**config.mk**
```make
export PLATFORM = sky130hd
export DESIGN_NAME = hwpe_ctrl_regfile_target
export DESIGN_NICKNAME = d
export VERILOG_FILES = /design/src/rtl/hwpe_ctrl_package.sv /design/src/rtl/hwpe_ctrl_regfile_addr_dec.sv /design/src/rtl/hwpe_ctrl_regfile_target.sv
export SDC_FILE = /design/constraint.sdc
export NUM_CORES = 1
export LEC_CHECK = 0
export BUFFER_PORTS_ARGS = -buffer_cell sky130_fd_sc_hd__buf_2
export CORE_AREA = 2 2 81 83
export CTS_BUF_LIST = sky130_fd_sc_hd__clkbuf_8
export DETAILED_ROUTE_END_ITERATION = 8
export DIE_AREA = 0 0 83 85
export PLACE_DENSITY_LB_ADDON = 0.15
export SETUP_SLACK_MARGIN = 0.3
export SYNTH_ARGS = -nofsm -noshare
export SYNTH_HDL_FRONTEND = slang
export SYNTH_SLANG_ARGS = --single-unit
```
**constraint.sdc**
```tcl
create_clock -name clk_i -period 1.85 [get_ports clk_i]
set_input_delay 0.2775 -clock clk_i [delete_from_list [all_inputs] [get_ports clk_i]]
set_output_delay 0.2775 -clock clk_i [all_outputs]
set_load 0.05 [all_outputs]
```
**src/rtl/hwpe_ctrl_package.sv**
```systemverilog
// Shared types for the HWPE control register-file bus target.
package hwpe_ctrl_package;

    // Default response widths; they match the default bus/ID widths of the target.
    localparam int unsigned RespDataWidth = 32;
    localparam int unsigned RespIdWidth   = 8;

    // Target FSM: normal bus service, or a regfile clear that holds off grants.
    typedef enum logic [0:0] {
        IDLE  = 1'b0,
        CLEAR = 1'b1
    } state_e;

    // One bus response beat at the default widths.
    typedef struct packed {
        logic                     valid;
        logic [RespDataWidth-1:0] data;
        logic [RespIdWidth-1:0]   id;
        logic                     err;
    } regfile_tgt_resp_t;

    // Counter width that still gives one bit when only a single value is needed.
    function automatic int unsigned cnt_width(input int unsigned n);
        return (n > 1) ? $clog2(n) : 1;
    endfunction

endpackage

```
**src/rtl/hwpe_ctrl_regfile_addr_dec.sv**
```systemverilog
// Bus byte-address decode for the control regfile: word index, range check,
// and write protection of the low words while an accelerator job runs.
module hwpe_ctrl_regfile_addr_dec #(
    parameter int unsigned AddrWidth    = 5,
    parameter int unsigned BusAddrWidth = 32,
    parameter int unsigned NumProt      = 4
) (
    input  logic [BusAddrWidth-1:0] add_i,
    input  logic                    busy_i,
    output logic [AddrWidth-1:0]    word_o,
    output logic                    in_range_o,
    output logic                    prot_o
);

    // Byte lane bits carry no meaning for word-wide registers.
    logic [1:0] w_unused_lsb;
    assign w_unused_lsb = add_i[1:0];

    assign word_o     = add_i[AddrWidth+1:2];
    assign in_range_o = (add_i[BusAddrWidth-1:AddrWidth+2] == '0);
    // Only meaningful for writes; the caller qualifies it with the direction.
    assign prot_o     = busy_i && (32'(word_o) < NumProt);

endmodule

```
**src/rtl/hwpe_ctrl_regfile_target.sv**
```systemverilog
// Peripheral-bus target owning the write and read ports of the HWPE control
// register file. Accepts req/gnt transfers, issues regfile strobes in the
// acceptance cycle, answers with a fixed one-cycle response, and sequences
// regfile clears while holding off grants.
module hwpe_ctrl_regfile_target
    import hwpe_ctrl_package::*;
#(
    parameter  int unsigned AddrWidth    = 5,
    parameter  int unsigned DataWidth    = 32,
    parameter  int unsigned IdWidth      = 8,
    parameter  int unsigned BusAddrWidth = 32,
    parameter  int unsigned NumProt      = 4,
    parameter  int unsigned ClearCycles  = 2,
    localparam int unsigned NumByte      = DataWidth / 8
) (
    input  logic                    clk_i,
    input  logic                    rst_i,
    input  logic                    clear_req_i,
    input  logic                    busy_i,
    input  logic                    req_i,
    output logic                    gnt_o,
    input  logic [BusAddrWidth-1:0] add_i,
    input  logic                    wen_i,
    input  logic [NumByte-1:0]      be_i,
    input  logic [DataWidth-1:0]    data_i,
    input  logic [IdWidth-1:0]      id_i,
    output logic                    r_valid_o,
    output logic [DataWidth-1:0]    r_data_o,
    output logic [IdWidth-1:0]      r_id_o,
    output logic                    r_err_o,
    output logic                    rf_re_o,
    output logic [AddrWidth-1:0]    rf_raddr_o,
    input  logic [DataWidth-1:0]    rf_rdata_i,
    output logic                    rf_we_o,
    output logic [AddrWidth-1:0]    rf_waddr_o,
    output logic [DataWidth-1:0]    rf_wdata_o,
    output logic [NumByte-1:0]      rf_wbe_o,
    output logic                    rf_clear_o,
    output logic                    clear_busy_o
);

    localparam int unsigned           CntWidth = cnt_width(ClearCycles);
    localparam logic [CntWidth-1:0]   CntLast  = CntWidth'(ClearCycles - 1);

    // Same layout as regfile_tgt_resp_t, sized by this instance's parameters.
    typedef struct packed {
        logic                 valid;
        logic [DataWidth-1:0] data;
        logic [IdWidth-1:0]   id;
        logic                 err;
    } resp_t;

    state_e              r_state;
    logic [CntWidth-1:0] r_cnt;
    resp_t               r_resp;

    logic [AddrWidth-1:0] w_word;
    logic                 w_in_range;
    logic                 w_prot;
    logic                 w_accept;
    logic                 w_err;
    logic                 w_rd_ok;
    logic                 w_wr_ok;

    hwpe_ctrl_regfile_addr_dec #(
        .AddrWidth    (AddrWidth),
        .BusAddrWidth (BusAddrWidth),
        .NumProt      (NumProt)
    ) i_addr_dec (
        .add_i      (add_i),
        .busy_i     (busy_i),
        .word_o     (w_word),
        .in_range_o (w_in_range),
        .prot_o     (w_prot)
    );

    // A clear request wins over a transfer presented in the same IDLE cycle.
    assign gnt_o    = (r_state == IDLE) && !clear_req_i && req_i;
    assign w_accept = req_i && gnt_o;
    assign w_err    = !w_in_range || (!wen_i && w_prot);
    assign w_rd_ok  = w_accept && wen_i && w_in_range;
    assign w_wr_ok  = w_accept && !wen_i && !w_err;

    // Regfile strobes go out in the acceptance cycle; the regfile owns byte masking.
    assign rf_re_o      = w_rd_ok;
    assign rf_raddr_o   = w_word;
    assign rf_we_o      = w_wr_ok;
    assign rf_waddr_o   = w_word;
    assign rf_wdata_o   = data_i;
    assign rf_wbe_o     = be_i;
    assign rf_clear_o   = (r_state == CLEAR);
    assign clear_busy_o = (r_state == CLEAR);

    // Clear sequencer: CLEAR lasts exactly ClearCycles cycles, then one IDLE cycle.
    always_ff @(posedge clk_i) begin
        // NOTE: state registers use non-blocking assignment so every flop samples pre-edge values.
        if (rst_i) begin
            r_state <= IDLE;
            r_cnt   <= '0;
        end else begin
            case (r_state)
                IDLE: begin
                    if (clear_req_i) begin
                        r_state <= CLEAR;
                        r_cnt   <= '0;
                    end
                end
                CLEAR: begin
                    if (r_cnt == CntLast) begin
                        r_state <= IDLE;
                        r_cnt   <= '0;
                    end else begin
                        r_cnt <= r_cnt + CntWidth'(1'b1);
                    end
                end
                default: begin
                    r_state <= IDLE;
                    r_cnt   <= '0;
                end
            endcase
        end
    end

    // Response register: one beat per accepted transfer; payload holds between beats.
    always_ff @(posedge clk_i) begin
        if (rst_i) begin
            r_resp <= '0;
        end else if (w_accept) begin
            r_resp.valid <= 1'b1;
            r_resp.id    <= id_i;
            r_resp.err   <= w_err;
            r_resp.data  <= w_rd_ok ? rf_rdata_i : '0;
        end else begin
            r_resp.valid <= 1'b0;
        end
    end

    assign r_valid_o = r_resp.valid;
    assign r_data_o  = r_resp.data;
    assign r_id_o    = r_resp.id;
    assign r_err_o   = r_resp.err;

endmodule
```
==> Flow_metrics.wiki <==
{| class="wikitable"
! Metric !! Value
|-
| Smallest hold slack || 196 ps
|-
| Combinational share of power || 15.5%
|-
| Pleak || 1.31 nW
|-
| Remaining DRCs || 0
|-
| Worst slack at placement || -61.1 ps
|-
| Maximum ir drop on the vdd rail || 0.333 mV
|-
| Router iterations before antenna repair || 4
|-
| Area of the core || a little over 6000 sq um
|-
| Iter 0 DRT Violations || 45
|-
| Via count || 1623
|-
| MaxCap Viol Count || 0
|-
| Worst-case register-to-register setup slack || 390 ps
|-
| Unrepaired setup endpoints after global routing || true
|-
| Mapped Cells || 183
|-
| Number of filler cells placed in the layout || approximately 640
|-
| Wire length of the first global-routing pass || 7180 um
|-
| Wirelength per Cell || 14.5 um
|-
| Hold endpoint || r_data_o[12]
|-
| FF-to-FF path depth || 8
|-
| Pwr Density || 695 nW/um^2
|-
| Number of input and output port buffers inserted || about 130
|-
| Row count || 29
|-
| Maximum fanout along the worst path || 3
|-
| Sequential cell area fraction in the yosys report || 47.4%
|-
| Commonest non-fill, non-tap cells in the layout || buf_2, dfxtp_1, a22o_1
|-
| Post-route setup slack || 90.0 ps
|-
| Type of the worst setup path || primary input to output pin
|-
| Starting density of the core || 30.0%
|-
| Pin count of the biggest net entering global routing || 33
|-
| Final period util || between 90% and 100%
|-
| Number of sinks handled by clock tree synthesis || 44
|-
| Leading cell type in the layout, fill and taps excluded || buf_2
|-
| Kind of end point of the critical path || output pin
|-
| Clock tree from TritonCTS || built
|-
| Total congestion overflow after global routing || 0
|-
| Clock-pin slew on the worst setup and hold paths || 80 ps
|-
| Area used by multi-input combinational logic || 639 sq um
|-
| Number of cells traversed by the worst hold path || 2
|-
| CTS Buf Count || 5
|-
| Register cell area after layout || 885 sq um
|-
| Slew Limit Fails || 0
|-
| Post-detailed-route count of antenna-violating nets || 0
|-
| Antenna Cells || 0
|-
| Hold Path Origin || rf_rdata_i[12]
|-
| Utilization after layout || 41.8%
|-
| Antenna violations before repair || 0
|-
| GPL Wtd Cong || 0.673
|-
| Worst-margin pin slew || roughly 360 ps
|-
| FF-to-FF End || r_data_o[14]
|-
| Required time at the worst-slack endpoint || 1570 ps
|-
| I/O Pins || approximately 210
|-
| Die area || 7060 sq um
|-
| Run status || finished clean
|-
| Fraction of final layout cells sized beyond drive strength 1 || between 50% and 60%
|-
| Switching share of total power || 26.4%
|-
| Synth Warn # || 0
|-
| Final min period || between 1500 and 2000 ps
|-
| DP Wirelength || 3470 um
|-
| Final setup viols || 0
|-
| Total routing usage reported by global routing || about an eighth
|-
| Fmax || 0.568 GHz
|-
| CTS hold repair buffers || 0
|-
| Netlist cell types || 21
|-
| Detailed-route vias per instance || between 4 and 5
|-
| H-tree lvl count || 2
|-
| Final-report hold violation count || 0
|-
| Share of total power in sequential cells || between 50 and 60%
|-
| DRT Wirelength || 5150 um
|-
| RR Startpoint || clear_busy_o
|-
| Via count of the first global-routing pass || 1480
|-
| Die Width || 83 um
|-
| Netlist Area Pre-Place || 1860 sq um
|-
| Area added between synthesis and finish || 39.5%
|-
| Flip-flop and latch count after synthesis || 44
|-
| Skew final || between 3 and 4 ps
|-
| Net count of the finished layout || 392
|-
| Normalized max-slew margin || between 70% and 80%
|-
| Per-instance average area after synthesis || between 10 and 15 sq um
|-
| Number of nets produced by synthesis || approximately 300
|-
| Buffer levels on the longest clock path || 2
|-
| Internal cell power || 1.33 mW
|-
| Clock network fraction of design power || 30.8%
|-
| Worst Path Arrival || 1480 ps
|-
| Switching power || 0.476 mW
|-
| Startpoint type of the worst setup path || primary input
|-
| Y dimension of the die || 85 um
|-
| Insertion delay to the later sink of the worst-skew pair || 280 ps
|-
| Root Driver || clkbuf_8
|-
| Classification of the worst-slack hold path || primary input to register
|}
==> flip-flops by register name, summed over array words and instances (netlist names) <==
register and count:
r_data_o 32, clear_busy_o 1, r_err_o 1, r_cnt 1
r_valid_o 1, r_id_o 8
==> worst max path at each step <==
stage,startpoint,to,slack (ps),cells past startpoint
2_1_floorplan,add_i[10],rf_we_o,290,4
3_3_place_gp,add_i[10],rf_we_o,-50,6
3_5_place_dp,add_i[10],rf_we_o,-60,6
4_1_cts,add_i[17],rf_we_o,80,6
5_1_grt,add_i[28],rf_we_o,30,6
6_report,add_i[28],rf_we_o,90,6
==> per-layer routing <==
layer  vias to the layer above  part of all wire, %  GRT usage, %
met2                        99                   48          20.2
met5                         -                    0             0
met4                         0                  1.5          4.77
met3                        17                  8.0          4.57
met1                       723                   43          15.3
li1                        784                    -             -
==> cell families after synthesis <==
group / count (synthesis) / synth area share [%]
compound gates: 43 / 18.2
flops: 44 / 47.4
simple gates: 40 / 12.4
buf+inv: 56 / 22.0
==> Yosys cell counts, drive strengths merged <==
master / count / area share (%)
clkbuf: 5 / 1.0
and3: 1 / 0.34
nand3b: 2 / 0.81
nor2: 5 / 1.0
a22o: 32 / 15
buf: 50 / 21
nand2: 19 / 4.0
nand4: 1 / 0.34
a21oi: 10 / 2.7
or3: 1 / 0.34
nand2b: 2 / 0.67
inv: 1 / 0.20
dfxtp: 44 / 47
nor4: 6 / 3.8
nor3: 2 / 0.54
and4b: 1 / 0.54
a311oi: 1 / 0.47
==> final cells by class <==
type | count | share of cell area, %
clock buffer | 5 | 2.65
clock inverter | 3 | 0.482
inverter | 1 | 0.241
multi-input combinational | 83 | 24.7
sequential | 44 | 34.1
tap | 77 | 3.71
timing repair buffer | 143 | 34.2
==> per-stage QoR <==
step / TNS [ps] / cells / instance area, sq um / power (mW)
after detailed placement: -77.9 / 337 / 2300 / 1.25
after floorplan: 0 / 183 / 1940 / 1.37
final: 0 / 356 / 2590 / 1.80
after CTS: 0 / 348 / 2460 / 1.82
after global routing: 0 / 356 / 2590 / 1.89
after global placement: -59.1 / 337 / 2300 / 1.25
==> repair_timing <==
| item | 4_1_cts | 5_1_grt |
|---|---|---|
| pin swaps | 8 | 6 |
| resized for setup | 14 | 7 |
| setup endpoints to repair | 35 | 35 |
| cloned | 0 | 3 |
| hold endpoints to repair | 0 | 0 |
| buffers inserted | 3 | 5 |
==> worst max-delay path: stages <==
cell and delay, ps:
buf_2 120, nor4_2 280, nand2_1 160, nor3_4 230, and4b_4 270, buf_8 140
==> power groups by stage <==
stage | Clock, mW | Combinational, mW | Sequential, mW
3_3_place_gp | 0 | 0.257 | 0.990
2_1_floorplan | 0 | 0.340 | 1.03
3_5_place_dp | 0 | 0.258 | 0.991
5_1_grt | 0.625 | 0.299 | 0.970
6_report | 0.555 | 0.279 | 0.968
4_1_cts | 0.583 | 0.270 | 0.968
Note: power is estimated with default switching activity, not from simulation.
